### src/rtl/imm_pkg.sv
// Shared immediate-format encoding and FIFO sizing for the immediate decode stage.
package imm_pkg;

   localparam int unsigned FMT_W      = 3;
   localparam int unsigned FIFO_DEPTH = 2;

   typedef enum logic [FMT_W-1:0] {
      FMT_I = 3'd0,
      FMT_S = 3'd1,
      FMT_B = 3'd2,
      FMT_U = 3'd3,
      FMT_J = 3'd4,
      FMT_Z = 3'd5
   } fmt_e;

   function automatic logic fmt_is_legal(input logic [FMT_W-1:0] f);
      return f <= FMT_Z;
   endfunction

endpackage

### src/rtl/imm_decode_stage_if.sv
// Upstream/downstream handshake bundle for imm_decode_stage.
interface imm_decode_stage_if
   import imm_pkg::*;
#(
   parameter int unsigned XLEN = 32
);

   logic             in_valid;
   logic             in_ready;
   logic [31:0]      instr;
   logic [FMT_W-1:0] fmt;
   logic [XLEN-1:0]  pc;

   logic             out_valid;
   logic             out_ready;
   logic [XLEN-1:0]  imm;
   logic [XLEN-1:0]  target;
   logic             illegal_fmt;

   modport master (
      output in_valid, instr, fmt, pc, out_ready,
      input  in_ready, out_valid, imm, target, illegal_fmt
   );

   modport slave (
      input  in_valid, instr, fmt, pc, out_ready,
      output in_ready, out_valid, imm, target, illegal_fmt
   );

endinterface

### src/rtl/imm_decode_stage_extract.sv
// Combinational RISC-V immediate extraction; illegal formats yield zero.
module imm_extract
   import imm_pkg::*;
#(
   parameter int unsigned XLEN = 32
) (
   input  logic [31:0]      instr,
   input  logic [FMT_W-1:0] fmt,
   output logic [XLEN-1:0]  imm,
   output logic             illegal
);

   logic [31:0] raw;
   logic        unused_opcode;

   assign unused_opcode = ^instr[6:0];

   // Every format is first built as a 32-bit value; Z keeps bit 31 clear, so one
   // signed widening covers both sign and zero extension.
   always_comb begin
      raw     = '0;
      illegal = 1'b0;
      case (fmt_e'(fmt))
         FMT_I:   raw = {{20{instr[31]}}, instr[31:20]};
         FMT_S:   raw = {{20{instr[31]}}, instr[31:25], instr[11:7]};
         FMT_B:   raw = {{19{instr[31]}}, instr[31], instr[7], instr[30:25], instr[11:8], 1'b0};
         FMT_U:   raw = {instr[31:12], 12'h000};
         FMT_J:   raw = {{11{instr[31]}}, instr[31], instr[19:12], instr[20], instr[30:21], 1'b0};
         FMT_Z:   raw = {27'd0, instr[19:15]};
         default: illegal = 1'b1;
      endcase
      imm = XLEN'(signed'(raw));
   end

endmodule

### src/rtl/imm_decode_stage.sv
// Immediate decode stage: extract + optional pc add, buffered in a 2-entry FIFO.
module imm_decode_stage
   import imm_pkg::*;
#(
   parameter int unsigned XLEN   = 32,
   parameter int unsigned PC_ADD = 1
) (
   input logic               clk,
   input logic               reset,
   imm_decode_stage_if.slave bus
);

   localparam logic [1:0] DEPTH = 2'(FIFO_DEPTH);

   logic [XLEN-1:0] ext_imm;
   logic [XLEN-1:0] ext_tgt;
   logic            ext_ill;

   logic [XLEN-1:0] imm_q [FIFO_DEPTH];
   logic [XLEN-1:0] tgt_q [FIFO_DEPTH];
   logic            ill_q [FIFO_DEPTH];

   logic [1:0]      count;
   logic            wr_ptr;
   logic            rd_ptr;
   logic            push;
   logic            pop;
   logic            not_empty;

   imm_extract #(
      .XLEN (XLEN)
   ) u_extract (
      .instr   (bus.instr),
      .fmt     (bus.fmt),
      .imm     (ext_imm),
      .illegal (ext_ill)
   );

   generate
      if (PC_ADD != 0) begin : g_pc_add
         assign ext_tgt = bus.pc + ext_imm;
      end else begin : g_no_pc_add
         assign ext_tgt = '0;
      end
   endgenerate

   assign not_empty = (count != 2'd0);
   assign push      = bus.in_valid && bus.in_ready;
   assign pop       = not_empty && bus.out_ready;

   always_ff @(posedge clk) begin
      if (reset) begin
         count  <= '0;
         wr_ptr <= 1'b0;
         rd_ptr <= 1'b0;
      end else begin
         if (push) begin
            wr_ptr <= ~wr_ptr;
         end
         if (pop) begin
            rd_ptr <= ~rd_ptr;
         end
         case ({push, pop})
            2'b10:   count <= count + 2'd1;
            2'b01:   count <= count - 2'd1;
            default: count <= count;
         endcase
      end
   end

   // Storage is left unreset; empty-FIFO outputs are forced to zero below.
   always_ff @(posedge clk) begin
      if (!reset && push) begin
         imm_q[wr_ptr] <= ext_imm;
         tgt_q[wr_ptr] <= ext_tgt;
         ill_q[wr_ptr] <= ext_ill;
      end
   end

   assign bus.in_ready    = (count < DEPTH);
   assign bus.out_valid   = not_empty;
   assign bus.imm         = not_empty ? imm_q[rd_ptr] : '0;
   assign bus.target      = not_empty ? tgt_q[rd_ptr] : '0;
   assign bus.illegal_fmt = not_empty ? ill_q[rd_ptr] : 1'b0;

endmodule

### src/flat_wrapper.sv
// flat-port wrapper written by rule: the top's interface ports become plain ports
module imm_decode_stage_flat import imm_pkg::*;
#(
   parameter int unsigned XLEN   = 32,
   parameter int unsigned PC_ADD = 1
)
  (clk, reset, bus_in_valid, bus_instr, bus_fmt, bus_pc, bus_out_ready, bus_in_ready, bus_out_valid, bus_imm, bus_target, bus_illegal_fmt);
  imm_decode_stage_if #(.XLEN(XLEN)) bus_i ();
  input logic clk;
  input logic reset;
  input wire logic [$bits(bus_i.in_valid)-1:0] bus_in_valid;
  input wire logic [$bits(bus_i.instr)-1:0] bus_instr;
  input wire logic [$bits(bus_i.fmt)-1:0] bus_fmt;
  input wire logic [$bits(bus_i.pc)-1:0] bus_pc;
  input wire logic [$bits(bus_i.out_ready)-1:0] bus_out_ready;
  output wire logic [$bits(bus_i.in_ready)-1:0] bus_in_ready;
  output wire logic [$bits(bus_i.out_valid)-1:0] bus_out_valid;
  output wire logic [$bits(bus_i.imm)-1:0] bus_imm;
  output wire logic [$bits(bus_i.target)-1:0] bus_target;
  output wire logic [$bits(bus_i.illegal_fmt)-1:0] bus_illegal_fmt;
  assign bus_i.in_valid = bus_in_valid;
  assign bus_i.instr = bus_instr;
  assign bus_i.fmt = bus_fmt;
  assign bus_i.pc = bus_pc;
  assign bus_i.out_ready = bus_out_ready;
  assign bus_in_ready = bus_i.in_ready;
  assign bus_out_valid = bus_i.out_valid;
  assign bus_imm = bus_i.imm;
  assign bus_target = bus_i.target;
  assign bus_illegal_fmt = bus_i.illegal_fmt;
  imm_decode_stage #(.XLEN(XLEN), .PC_ADD(PC_ADD)) u_core (.clk(clk), .reset(reset), .bus(bus_i));
endmodule
### config.mk
export PLATFORM = sky130hd
export DESIGN_NAME = imm_decode_stage_flat
export DESIGN_NICKNAME = d
export VERILOG_FILES = /design/src/rtl/imm_pkg.sv /design/src/rtl/imm_decode_stage_if.sv /design/src/rtl/imm_decode_stage_extract.sv /design/src/rtl/imm_decode_stage.sv /design/src/flat_wrapper.sv
export SDC_FILE = /design/constraint.sdc
export NUM_CORES = 1
export LEC_CHECK = 0
export BUFFER_PORTS_ARGS = -buffer_cell sky130_fd_sc_hd__buf_2
export CAP_MARGIN = 30
export CELL_PAD_IN_SITES_DETAIL_PLACEMENT = 0
export CELL_PAD_IN_SITES_GLOBAL_PLACEMENT = 1
export CORE_MARGIN = 10
export CORE_UTILIZATION = 48
export CTS_CLUSTER_DIAMETER = 50
export DETAILED_ROUTE_END_ITERATION = 7
export PLACE_DENSITY_LB_ADDON = 0.1
export SYNTH_ARGS = -nofsm -noshare
export SYNTH_HDL_FRONTEND = slang
export SYNTH_SLANG_ARGS = --single-unit
### constraint.sdc
create_clock -name clk -period 16.3 [get_ports clk]
set_input_delay 1.63 -clock clk [delete_from_list [all_inputs] [get_ports clk]]
set_output_delay 1.63 -clock clk [all_outputs]
set_load 0.01 [all_outputs]
Word-level counts from Yosys, hierarchy flattened
Memory sizes are Yosys's and may differ from the RTL's. A register that Yosys moved wholly into a read port is not among the register bits.
Index checks and enable logic that the tools add are counted.
{"block": "op_classes", "add_sub_neg": 3, "multipliers": 0, "div_mod_pow": 0, "n_lt_le_gt_ge": 1, "eq_ne": 7, "shifts": 0, "n_mux": 14, "bitwise_logic": 2, "n_reduce_logical": 8}
{"operator": "32-bit case mux with 6 select lines", "n": 1}
{"operator": "32-bit 2-to-1 mux", "n": 2}
{"operator": "32-bit adder", "n": 1}
{"operator": "1-bit 2-to-1 mux", "n": 10}
{"operator": "3-bit by 2-bit == test with 1-bit output (second input constant)", "n": 2}
{"operator": "3-bit == test (second input constant)", "n": 2}
{"operator": "6-bit OR reduction", "n": 1}
{"operator": "2-bit case mux with 2 select lines", "n": 1}
{"operator": "2-bit nonzero test", "n": 2}
{"operator": "3-bit by 1-bit == test with 1-bit output (second input constant)", "n": 1}
{"operator": "1-bit logical AND", "n": 3}
{"operator": "3-bit zero test", "n": 1}
{"operator": "2-bit by 1-bit adder with 2-bit output (second input constant)", "n": 1}
{"operator": "2-bit by 1-bit == test with 1-bit output (second input constant)", "n": 1}
{"operator": "2-bit == test (second input constant)", "n": 1}
{"operator": "2-bit < comparator (second input constant)", "n": 1}
{"operator": "1-bit NOT", "n": 2}
{"operator": "2-bit by 1-bit subtractor with 2-bit output (second input constant)", "n": 1}
{"operator": "1-bit zero test", "n": 1}
{"block": "totals", "reg_bits": 4, "latch_bits": 0, "ramBits": 130, "rom_bits": 0, "output_inout_bits": 67, "wordCells": 41, "mem_count": 3}
{"name": "u_core.imm_q", "depth": 2, "width": 32, "read_ports": 1, "rd_clocked_by_memory_dff": 1, "wr": 1, "line": "imm_decode_stage.sv:19", "rtl": "logic [XLEN-1:0] imm_q [FIFO_DEPTH];"}
{"name": "u_core.tgt_q", "depth": 2, "width": 32, "read_ports": 1, "rd_clocked_by_memory_dff": 1, "wr": 1, "line": "imm_decode_stage.sv:20", "rtl": "logic [XLEN-1:0] tgt_q [FIFO_DEPTH];"}
{"name": "u_core.ill_q", "depth": 2, "width": 1, "read_ports": 1, "rd_clocked_by_memory_dff": 1, "wr": 1, "line": "imm_decode_stage.sv:21", "rtl": "logic ill_q [FIFO_DEPTH];"}

Depth between registers and ports, before layout
Gate-level depths: netlist of the first run.
{"block": "logic_depth", "ltp_word": 5, "depth_mapped": 14, "mapped_depth_nobuf": 13}

Cells and area by module
A second synthesis of the first run with hierarchy kept.
{"block": "hier_totals", "hier_cells": 634, "area_unflattened_um2": 7445.9}
{"mod": "imm_decode_stage", "n_inst": 1, "cells_each": 552, "area_per_inst_um2": 6900.4, "seq_area_each_um2": 4003.8}
{"mod": "imm_extract", "n_inst": 1, "cells_each": 82, "area_per_inst_um2": 545.5, "seq_area_each_um2": 0.0}

Worst setup path after synthesis of the first run
OpenSTA, ideal clock, no wires.
{"block": "synth_path", "kind": "input to register", "start": "input port bus_in_valid", "end": "memory u_core.ill_q[1] (enable)", "setup_ns": 0.583, "t_arrival_ns": 6.504, "t_required_ns": 15.717, "slack_ns": 9.213, "cell_stages": 2, "path_buffers": 0, "path_cell_list": "nand2_1 > nor3b_1"}
{"block": "synth_between", "elab_chain_cells": 4}
{"element": "start, declared", "line": "flat_wrapper.sv:11", "rtl": "input wire logic [$bits(bus_i.in_valid)-1:0] bus_in_valid;"}
{"element": "1-bit logical AND", "line": "imm_decode_stage.sv:48", "rtl": "assign push = bus.in_valid && bus.in_ready;"}
{"element": "1-bit logical AND", "line": "imm_decode_stage.sv:73", "rtl": "if (!reset && push) begin"}
{"element": "1-bit 2-to-1 mux", "line": "imm_decode_stage.sv:73"}
{"element": "1-bit 2-to-1 mux (not written as such)", "line": "imm_decode_stage.sv:76", "rtl": "ill_q[wr_ptr] <= ext_ill;"}
{"element": "end, declared", "line": "imm_decode_stage.sv:21"}
No other way between the ends.

Worst setup path in the final report of the first run
{"block": "layout_path", "start": "input port bus_fmt[0]", "end": "memory u_core.tgt_q[1][27] (data pin)"}
{"block": "layout_between", "elab_chain_cells": 3}
{"element": "start, declared", "line": "flat_wrapper.sv:13", "rtl": "input wire logic [$bits(bus_i.fmt)-1:0] bus_fmt;"}
{"element": "3-bit == test (tied with other cells)", "line": "imm_decode_stage_extract.sv:23", "rtl": "case (fmt_e'(fmt))"}
{"element": "32-bit case mux with 6 select lines (*)", "line": "imm_decode_stage_extract.sv:23"}
{"element": "net u_core.ext_imm[13]", "line": "imm_decode_stage.sv:15", "rtl": "logic [XLEN-1:0] ext_imm;"}
{"element": "32-bit adder (*)", "line": "imm_decode_stage.sv:41", "rtl": "assign ext_tgt = bus.pc + ext_imm;"}
{"element": "net u_core.ext_tgt[27]", "line": "imm_decode_stage.sv:16", "rtl": "logic [XLEN-1:0] ext_tgt;"}
{"element": "end, declared", "line": "imm_decode_stage.sv:20"}
The timed path passes the listed nets; every way through them passes the cells marked *.

==> results.py, run 1 <==
metrics = {
    "run_status": {
        "status": "finished clean",
    },
    "run": {
        "cap_violations": 0,
    },
    "cts": {
        "cts_sinks": 135,
        "post_cts_buffers": 0,
        "clk_latency_ps": 410,
        "ctsHoldBuffers": 0,
        "cts_resized": 0,
        "cts_buffer_depth": 2,
        "htreeDepth": 4,
        "clockRootBuffer": "clkbuf_16",
        "clkTransAtPathRegs_ps": 60,
        "cts_buffers": 17,
        "cts_tree": "done",
    },
    "floorplanning": {
        "rows": 45,
        "die_width_um": 145,
        "die_area_um2": 21100,
        "io_pins": 138,
        "coreArea_um2": 15300,
        "start_util": 0.493,
        "die_h_um": 145,
    },
    "final_layout": {
        "layout_common_cells": "130 x buf_2, 130 x edfxtp_1, 97 x nor2_1",
        "drive_gt1_frac": 0.224,
        "final_area_um2": 8940,
        "antenna_cells": 0,
        "nets": 898,
        "final_core_util": 0.586,
        "syn_to_final_growth_pct": 18.9,
    },
    "synth": {
        "async_reset_ff_frac": 0,
        "syn_inst": 672,
        "ys_types": 65,
        "ys.flop_type": "edfxtp_1",
        "synth_area_per_cell_um2": 11.2,
        "ys_ff_latch": 135,
        "ys_seq_area_frac": 0.533,
        "yosysWarnings": 0,
        "netlist_area_um2": 7520,
        "syn_nets": 776,
        "synth_edf_count": 130,
    },
    "global_route": {
        "gr-usage-all-layers": 0.186,
        "antenna_found_initial": 0,
        "grt-ovfl-total": 0,
        "grt_pass1_wl_mm": 31.3,
        "grt_pass1_vias": 5687,
        "grt_start_max_net_pins": 67,
    },
    "route": {
        "wire_per_inst_um": 19.5,
        "dr_total_vias": 5621,
        "detail-route-antenna-nets": 0,
        "routed_wl_mm": 19.8,
        "drc_errors": 0,
        "first_pass_iters": 5,
        "vias_per_cell": 5.52,
        "drt_iter0_drc": 409,
    },
    "timing": {
        "hold_viol_final": 0,
        "tightest_slew_ps": 937,
        "skew_ps": 5.45,
        "slew_headroom": 0.376,
        "fmax_mhz": 197,
        "whs_ps": 512,
        "drv_slew": 0,
        "period_share": 0.312,
        "period_needed_ps": 5090,
        "fin_tns_setup_ps": 0,
        "rsz0062_at_grt": "no",
        "setup_viol": 0,
    },
    "place": {
        "placed_area_um2": 8380,
        "hpwl_mm": 14.6,
        "place_congestion": 0.894,
        "io_buffers": 130,
    },
    "critical_path": {
        "path_class": "in2reg",
        "cp_common_cell": "o21ai_0",
        "cpMaxStageDelayCell": "nor2b_1",
        "slowest_delay_ps": 700,
        "crit_chain": "buf_2, and2_1, nor2b_1, o21ai_0, o21ai_0, ha_1, nand2_1, o211ai_1, o32ai_1, nor2_1, a211oi_1, xnor2_1",
        "crit_fanout": 23,
        "crit_arrival_ps": 5230,
        "endpoint_kind": "flop",
        "worst_ep_required_time_ps": 16450,
        "start_kind": "input port",
    },
    "pwr": {
        "p_total_w": 0.00127,
        "p_per_area_nw_per_um2": 142,
        "p_leak_nw": 3.56,
        "irDropWorstVdd_uv": 125,
    },
    "min_path": {
        "hold_path_class": "reg2reg",
    },
}
[worst max-delay path, delay by kind of cell]
family                   cells  cell delay, ps
XOR/XNOR                     1             130
AO/OA/AOI/OAI                5            1370
adder cells (fa/ha/maj)      1             450
buffers and inverters        1             310
AND/OR/NAND/NOR              4            1330
[worst paths after layout]
check	start	to	slack [ps]	cells after the start
setup / recovery	bus_fmt[0]	u_core.tgt_q[1][27]$_DFFE_PP_	11210	12
setup reg to reg	u_core.count[1]$_SDFFE_PP0P_	u_core.count[1]$_SDFFE_PP0P_	14030	7
hold reg to reg	u_core.rd_ptr$_SDFFE_PP0P_	flop	510	2
hold / removal	u_core.rd_ptr$_SDFFE_PP0P_	flop	510	2
[cells by family (layout without fill, tap and decap cells)]
family                   count (synthesis)  in the layout  synth area share
AO/OA/AOI/OAI                          155            155             0.140
XOR/XNOR                                33             33            0.0385
adder cells (fa/ha/maj)                 34             34            0.0573
buffers and inverters                   54            189            0.0285
flip-flops                             135            135             0.533
multiplexers                            66             66            0.0879
AND/OR/NAND/NOR                        195            195             0.115
[stage by stage]
step,cells,setup WS [ps]
after floorplan,672,9210
after global placement,985,10880
after detailed placement,986,10810
after CTS,1018,11220
after global routing,1018,10920
final,1018,11210
[power by group]
| part | internal, W | switching, W |
|---|---|---|
| Clock | 0.000228 | 0.000141 |
| Sequential | 0.000441 | 0.0000124 |
| Combinational | 0.000167 | 0.000276 |
| Total | 0.000836 | 0.000429 |
[final cells by class]
| type | count | area, um^2 |
|---|---|---|
| inverter | 22 | 82.6 |
| fill | 1305 | 6320 |
| clock inverter | 9 | 104 |
| sequential | 135 | 4010 |
| timing repair buffer | 135 | 708 |
| clock buffer | 23 | 458 |
| multi-input combinational | 483 | 3320 |
| tap | 211 | 264 |
[per-layer routing]
metal,vias to the layer above,wire [um],GRT usage
li1,2736,-,-
met1,2697,8840,0.238
met2,167,9480,0.301
met3,21,1240,0.0531
met4,0,258,0.0506
met5,-,0,0
[synthesized netlist by cell type, types with 2 or more instances]
master | number | area share
edfxtp_1 | 130 | 0.52
nor2_1 | 98 | 0.049
mux2i_1 | 66 | 0.088
a21oi_1 | 50 | 0.033
nand2_1 | 48 | 0.024
ha_1 | 32 | 0.053
inv_1 | 22 | 0.011
o21ai_0 | 20 | 0.013
clkbuf_1 | 19 | 0.0095
xnor2_1 | 19 | 0.022
a21o_1 | 16 | 0.016
nor2b_1 | 14 | 0.012
xor2_1 | 14 | 0.016
o21ai_1 | 10 | 0.0067
buf_1 | 9 | 0.0045
o22ai_1 | 8 | 0.0067
and2_1 | 5 | 0.0042
dfxtp_1 | 5 | 0.013
nand4_1 | 5 | 0.0042
o211ai_1 | 5 | 0.0050
o21a_1 | 4 | 0.0040
o31ai_1 | 4 | 0.0040
o32ai_1 | 4 | 0.0047
a211oi_1 | 3 | 0.0030
a31oi_1 | 3 | 0.0025
and3_1 | 3 | 0.0025
buf_2 | 3 | 0.0020
nand2b_1 | 3 | 0.0025
nand3_1 | 3 | 0.0020
nor3_1 | 3 | 0.0020
nor4_1 | 3 | 0.0025
o2111ai_1 | 3 | 0.0035
a2111o_1 | 2 | 0.0030
a22oi_1 | 2 | 0.0020
nor3b_1 | 2 | 0.0020
nor4_2 | 2 | 0.0033
o21bai_1 | 2 | 0.0020
[sequential cells by signal, indices dropped and copies added, names as in the netlist, named ones only]
name           cells
u_core.tgt_q      64
u_core.count       2
u_core.rd_ptr      1
u_core.imm_q      64
u_core.ill_q       2
u_core.wr_ptr      1
Power figures use the tool's default switching activity.
==> run 2, diff against run 1 <==
--- a/config.mk
+++ b/config.mk
@@ -10,7 +10,7 @@
 export CELL_PAD_IN_SITES_DETAIL_PLACEMENT = 0
 export CELL_PAD_IN_SITES_GLOBAL_PLACEMENT = 1
 export CORE_MARGIN = 10
-export CORE_UTILIZATION = 48
+export CORE_UTILIZATION = 40
 export CTS_CLUSTER_DIAMETER = 50
 export DETAILED_ROUTE_END_ITERATION = 7
 export PLACE_DENSITY_LB_ADDON = 0.1
==> constraint.sdc (replaced) <==
create_clock -name clk -period 4.4 [get_ports clk]
set_input_delay 0.44 -clock clk [delete_from_list [all_inputs] [get_ports clk]]
set_output_delay 0.44 -clock clk [all_outputs]
set_load 0.01 [all_outputs]
==> results.py, run 2 (same netlist as run 1, synthesis figures left out) <==
metrics = {
    "timing": {
        "rsz0062_at_grt": "no",
        "fin_tns_setup_ps": 0,
        "period_needed_ps": 3620,
        "tightest_slew_ps": 933,
        "setup_ws_ps": 775,
        "drv_slew": 0,
        "skew_ps": 9.60,
        "whs_ps": 308,
        "hold_viol_final": 0,
        "fmax_mhz": 276,
        "slew_headroom": 0.378,
        "period_share": 0.824,
        "setup_viol": 0,
    },
    "place": {
        "placed_area_um2": 8410,
        "place_congestion": 0.851,
        "place_ws_ps": 347,
        "hpwl_mm": 15.5,
        "io_buffers": 130,
    },
    "critical_path": {
        "rr_endpoint": "u_core.count[1]$_SDFFE_PP0P_",
        "slowest_delay_ps": 670,
        "reg2reg_slack_ps": 2240,
        "rr_worst_depth": 6,
        "endpoint_kind": "flop",
        "crit_chain": "buf_2, maj3_1, nor2b_1, a21o_1, ha_1, nand4_1, nor4_1, nand2_1, nor3_1, a211oi_2, xor2_1",
        "crit_fanout": 28,
        "crit_arrival_ps": 3780,
        "cpMaxStageDelayCell": "nor2b_1",
        "worst_ep_required_time_ps": 4550,
        "start_kind": "input port",
        "timing.rr.start": "u_core.count[1]$_SDFFE_PP0P_",
        "path_class": "in2reg",
    },
    "run_status": {
        "status": "finished clean",
    },
    "final_layout": {
        "drive_gt1_frac": 0.230,
        "reg_top3": "u_core.imm_q: 64 flops, u_core.tgt_q: 64 flops",
        "final_area_um2": 8990,
        "final_core_util": 0.484,
        "syn_to_final_growth_pct": 19.6,
        "layout_common_cells": "130 x buf_2, 130 x edfxtp_1, 97 x nor2_1",
        "nets": 899,
        "antenna_cells": 0,
    },
    "floorplanning": {
        "io_pins": 138,
        "rows": 50,
        "start_util": 0.405,
        "die_h_um": 157,
        "die_area_um2": 24700,
        "coreArea_um2": 18600,
        "die_width_um": 157,
    },
    "cts": {
        "clk_latency_ps": 420,
        "post_cts_buffers": 0,
        "clockRootBuffer": "clkbuf_16",
        "ctsHoldBuffers": 0,
        "htreeDepth": 4,
        "cts_tree": "done",
        "cts_buffer_depth": 2,
        "clkTransAtPathRegs_ps": 60,
        "cts_sinks": 135,
        "cts_buffers": 17,
        "cts_resized": 0,
    },
    "global_route": {
        "antenna_found_initial": 0,
        "grt_pass1_wl_mm": 31.4,
        "gr-usage-all-layers": 0.168,
        "grt_start_max_net_pins": 66,
        "grt-ovfl-total": 0,
        "grt_pass1_vias": 5527,
    },
    "route": {
        "drt_iter0_drc": 285,
        "vias_per_cell": 5.33,
        "first_pass_iters": 4,
        "detail-route-antenna-nets": 0,
        "dr_total_vias": 5549,
        "routed_wl_mm": 20.7,
        "wire_per_inst_um": 19.9,
        "drc_errors": 0,
    },
    "run": {
        "cap_violations": 0,
    },
    "pwr": {
        "p_leak_nw": 3.56,
        "p_per_area_nw_per_um2": 524,
        "irDropWorstVdd_uv": 304,
    },
    "min_path": {
        "whs_path_depth": 2,
        "min_from": "reset",
        "hold_path_class": "in2reg",
    },
}
## run 2: critical path: cells and delay by family
kind                     cells  cell delay (ps)
XOR/XNOR                     1              190
AND/OR/NAND/NOR              5             1670
buffers and inverters        1              240
AO/OA/AOI/OAI                2              350
adder cells (fa/ha/maj)      2              860
## run 2: worst max path at each step
| stage | from | end | slack (ps) | depth (start not counted) |
|---|---|---|---|---|
| after floorplan | bus_in_valid | u_core.ill_q[1]$_DFFE_PP_ | 800 | 2 |
| after global placement | bus_fmt[2] | u_core.tgt_q[0][31]$_DFFE_PP_ | 450 | 11 |
| after detailed placement | bus_fmt[2] | u_core.tgt_q[1][31]$_DFFE_PP_ | 350 | 11 |
| after CTS | bus_fmt[2] | u_core.tgt_q[1][31]$_DFFE_PP_ | 790 | 11 |
| after global routing | bus_fmt[2] | u_core.tgt_q[0][27]$_DFFE_PP_ | 490 | 11 |
| final | bus_fmt[2] | u_core.tgt_q[0][31]$_DFFE_PP_ | 780 | 11 |
## run 2: final cells by class
class,instances,area (um^2)
fillers,1715,9590
multi-input cells,483,3330
clock inverters,11,113
inverters,22,82.6
flip-flops and latches,135,4010
repair buffers,136,696
clock buffers,21,470
well taps,234,293
## run 2: metal layers
layer  wire, um  track usage  part of all wire  up-vias
li1           -            -                 -     2744
met1       9310        0.215              0.45     2641
met2       9760        0.266              0.47      146
met3       1320       0.0486             0.064       18
met4        292       0.0557             0.014        0
met5          0            0                 0        -
## run 2: through the flow
step	cells	total power (W)
after detailed placement	1010	0.00339
after CTS	1042	0.00479
after global placement	1010	0.00337
final	1042	0.00471
after floorplan	672	0.00278
after global routing	1042	0.00500
## run 2: power breakdown
| part | leakage (nW) | total, W | internal, W | switching (W) |
|---|---|---|---|---|
| clock | 0.274 | 0.00139 | 0.000831 | 0.000561 |
| sequential | 1.24 | 0.00177 | 0.00163 | 0.000133 |
| combinational | 2.04 | 0.00155 | 0.000608 | 0.000945 |
| total | 3.56 | 0.00471 | 0.00307 | 0.00164 |
==> run 3, diff against run 2 <==
--- a/config.mk
+++ b/config.mk
@@ -5,12 +5,13 @@
 export SDC_FILE = /design/constraint.sdc
 export NUM_CORES = 1
 export LEC_CHECK = 0
+export ABC_AREA = 1
 export BUFFER_PORTS_ARGS = -buffer_cell sky130_fd_sc_hd__buf_2
 export CAP_MARGIN = 30
 export CELL_PAD_IN_SITES_DETAIL_PLACEMENT = 0
 export CELL_PAD_IN_SITES_GLOBAL_PLACEMENT = 1
 export CORE_MARGIN = 10
-export CORE_UTILIZATION = 40
+export CORE_UTILIZATION = 42
 export CTS_CLUSTER_DIAMETER = 50
 export DETAILED_ROUTE_END_ITERATION = 7
 export PLACE_DENSITY_LB_ADDON = 0.1
==> constraint.sdc (replaced) <==
create_clock -name clk -period 3.7 [get_ports clk]
set_input_delay 0.37 -clock clk [delete_from_list [all_inputs] [get_ports clk]]
set_output_delay 0.37 -clock clk [all_outputs]
set_load 0.01 [all_outputs]
==> results.py, run 3 <==
metrics = {
    "run": {
        "cap_violations": 0,
    },
    "floorplanning": {
        "die_width_um": 156,
        "die_area_um2": 24400,
        "coreArea_um2": 18100,
        "start_util": 0.430,
        "rows": 49,
        "io_pins": 138,
        "die_h_um": 156,
    },
    "cts": {
        "clkTransAtPathRegs_ps": 70,
        "clk_latency_ps": 420,
        "cts_buffers": 17,
        "post_cts_buffers": 0,
        "cts_tree": "done",
        "cts_resized": 0,
        "cts_sinks": 135,
        "cts_buffer_depth": 2,
        "htreeDepth": 4,
        "ctsHoldBuffers": 0,
        "clockRootBuffer": "clkbuf_16",
    },
    "synth": {
        "synth_edf_count": 130,
        "syn_nets": 1071,
        "netlist_area_um2": 7810,
        "synth.top_cells.by_area": "edfxtp_1 50%, nand2_1 19%, inv_1 6.8%, a21oi_1 5.8%, ha_1 5.1%",
        "ys_ff_latch": 135,
        "synth_top_area_cell": "edfxtp_1",
        "synthTopCellsByCount": "399 x nand2_1, 142 x inv_1, 130 x edfxtp_1, 91 x a21oi_1, 48 x nor2_1",
        "synth_area_per_cell_um2": 8.08,
        "yosysWarnings": 0,
        "yosysMostFrequentCell": "nand2_1",
        "ys.flop_type": "edfxtp_1",
        "ys_seq_area_frac": 0.513,
        "async_reset_ff_frac": 0,
        "ys_types": 29,
        "syn_inst": 967,
        "synth_top_area_frac": 0.500,
    },
    "final_layout": {
        "stdcell_count": 1344,
        "nets": 1206,
        "drive_gt1_frac": 0.173,
        "antenna_cells": 0,
        "syn_to_final_growth_pct": 19.4,
        "final_area_um2": 9320,
        "layout_commonest_cell": "nand2_1",
        "fill_cells": 1772,
        "reg_top3": "u_core.imm_q: 64 flops, u_core.tgt_q: 64 flops",
        "layout_common_cells": "399 x nand2_1, 141 x inv_1, 130 x buf_2, 130 x edfxtp_1, 91 x a21oi_1",
    },
    "global_route": {
        "use_met3": 0.0414,
        "grt.met2_usage": 0.281,
        "grt_start_max_net_pins": 66,
        "grt_pass1_vias": 6231,
        "grt_use_met1": 0.249,
        "grt_busiest_layer": "met2",
        "grt-ovfl-total": 0,
        "gr-usage-all-layers": 0.181,
        "antenna_found_initial": 0,
        "grt_pass1_wl_mm": 34.1,
    },
    "critical_path": {
        "slowest_delay_ps": 460,
        "endpoint_kind": "flop",
        "crit_arrival_ps": 3110,
        "worst-path-buf-inv": 5,
        "cpMaxStageDelayCell": "o311ai_0",
        "crit_chain": "buf_2, nor2_2, inv_1, o311ai_0, buf_4, ha_1, inv_1, fa_1, inv_1, nand3_1, nand3_1, nand3_1, nand3_1, nand2_1, nand3_1, nand2_1",
        "cpLargestDelayFamily": "simple AND/OR/NAND/NOR gates",
        "crit_fanout": 7,
        "worst_ep_required_time_ps": 3870,
        "path_class": "in2reg",
        "start_kind": "input port",
        "cp_common_cell": "nand3_1",
    },
    "place": {
        "place_ws_ps": 394,
        "hpwl_mm": 16.6,
        "dpl.cell_count": 1312,
        "placed_area_um2": 8750,
        "io_buffers": 130,
        "place_congestion": 0.881,
    },
    "route": {
        "drc_errors": 0,
        "detail-route-antenna-nets": 0,
        "drt_iter0_drc": 362,
        "routed_wl_mm": 22.0,
        "dr_total_vias": 6422,
        "vias_per_cell": 4.78,
        "first_pass_iters": 5,
        "wire_per_inst_um": 16.4,
    },
    "timing": {
        "setup_viol": 0,
        "hold_viol_final": 0,
        "period_share": 0.794,
        "skew_ps": 9.01,
        "whs_ps": 244,
        "fin_tns_setup_ps": 0,
        "setup_ws_ps": 761,
        "tightest_slew_ps": 943,
        "rsz0062_at_grt": "no",
        "drv_slew": 0,
        "period_needed_ps": 2940,
        "fmax_mhz": 340,
        "slew_headroom": 0.371,
    },
    "pwr": {
        "p_leak_nw": 4.62,
        "p_per_area_nw_per_um2": 590,
        "irDropWorstVdd_uv": 331,
    },
    "min_path": {
        "hold_path_class": "in2reg",
    },
    "run_status": {
        "status": "finished clean",
    },
}
## run 3: layout make-up
cell class	instances	area, um^2	share of cell area
Clock buffer	18	439	0.0471
Clock inverter	14	134	0.0144
Inverter	142	533	0.0572
Multi-Input combinational cell	667	3190	0.342
Sequential cell	135	4010	0.430
Tap cell	229	287	0.0307
Timing Repair Buffer	139	731	0.0784
## run 3: power breakdown
group          switching (W)  internal [W]  leakage [nW]  total (W)
clock network       0.000727      0.000903         0.271    0.00163
registers          0.0000461       0.00190          1.24    0.00194
logic                0.00130      0.000630          3.10    0.00193
total                0.00207       0.00343          4.62    0.00550
## run 3: path summary, 6_finish.rpt
path                                startpoint                             to  slack [ps]  depth (start not counted)
hold reg to reg     u_core.wr_ptr$_SDFFE_PP0P_     u_core.wr_ptr$_SDFFE_PP0P_         470                          2
setup / recovery                    bus_fmt[1]  u_core.tgt_q[0][28]$_DFFE_PP_         760                         16
hold / removal                           reset                           flop         240                          2
setup reg to reg  u_core.count[1]$_SDFFE_PP0P_   u_core.count[0]$_SDFFE_PP0P_        1740                          7
## run 3: per-stage QoR
| stage | total power (W) | utilization |
|---|---|---|
| 5_1_grt | 0.00584 | 0.514 |
| 6_report | 0.00550 | 0.514 |
| 3_5_place_dp | 0.00394 | 0.482 |
| 2_1_floorplan | 0.00317 | - |
| 3_3_place_gp | 0.00393 | 0.482 |
| 4_1_cts | 0.00558 | 0.514 |
## run 3: kinds of logic after synthesis
kind of cell             count (synthesis)  synth area share
AO/OA/AOI/OAI                          113            0.0759
AND/OR/NAND/NOR                        504             0.256
adder cells (fa/ha/maj)                 33            0.0538
multiplexers                             1           0.00128
XOR/XNOR                                16            0.0179
flip-flops                             135             0.513
buffers and inverters                  165            0.0819
## run 3: routing by layer
| layer | vias to the layer above | wire (um) |
|---|---|---|
| met3 | 21 | 1450 |
| met1 | 2851 | 10500 |
| met5 | - | 0 |
| met4 | 0 | 280 |
| li1 | 3376 | - |
| met2 | 174 | 9760 |
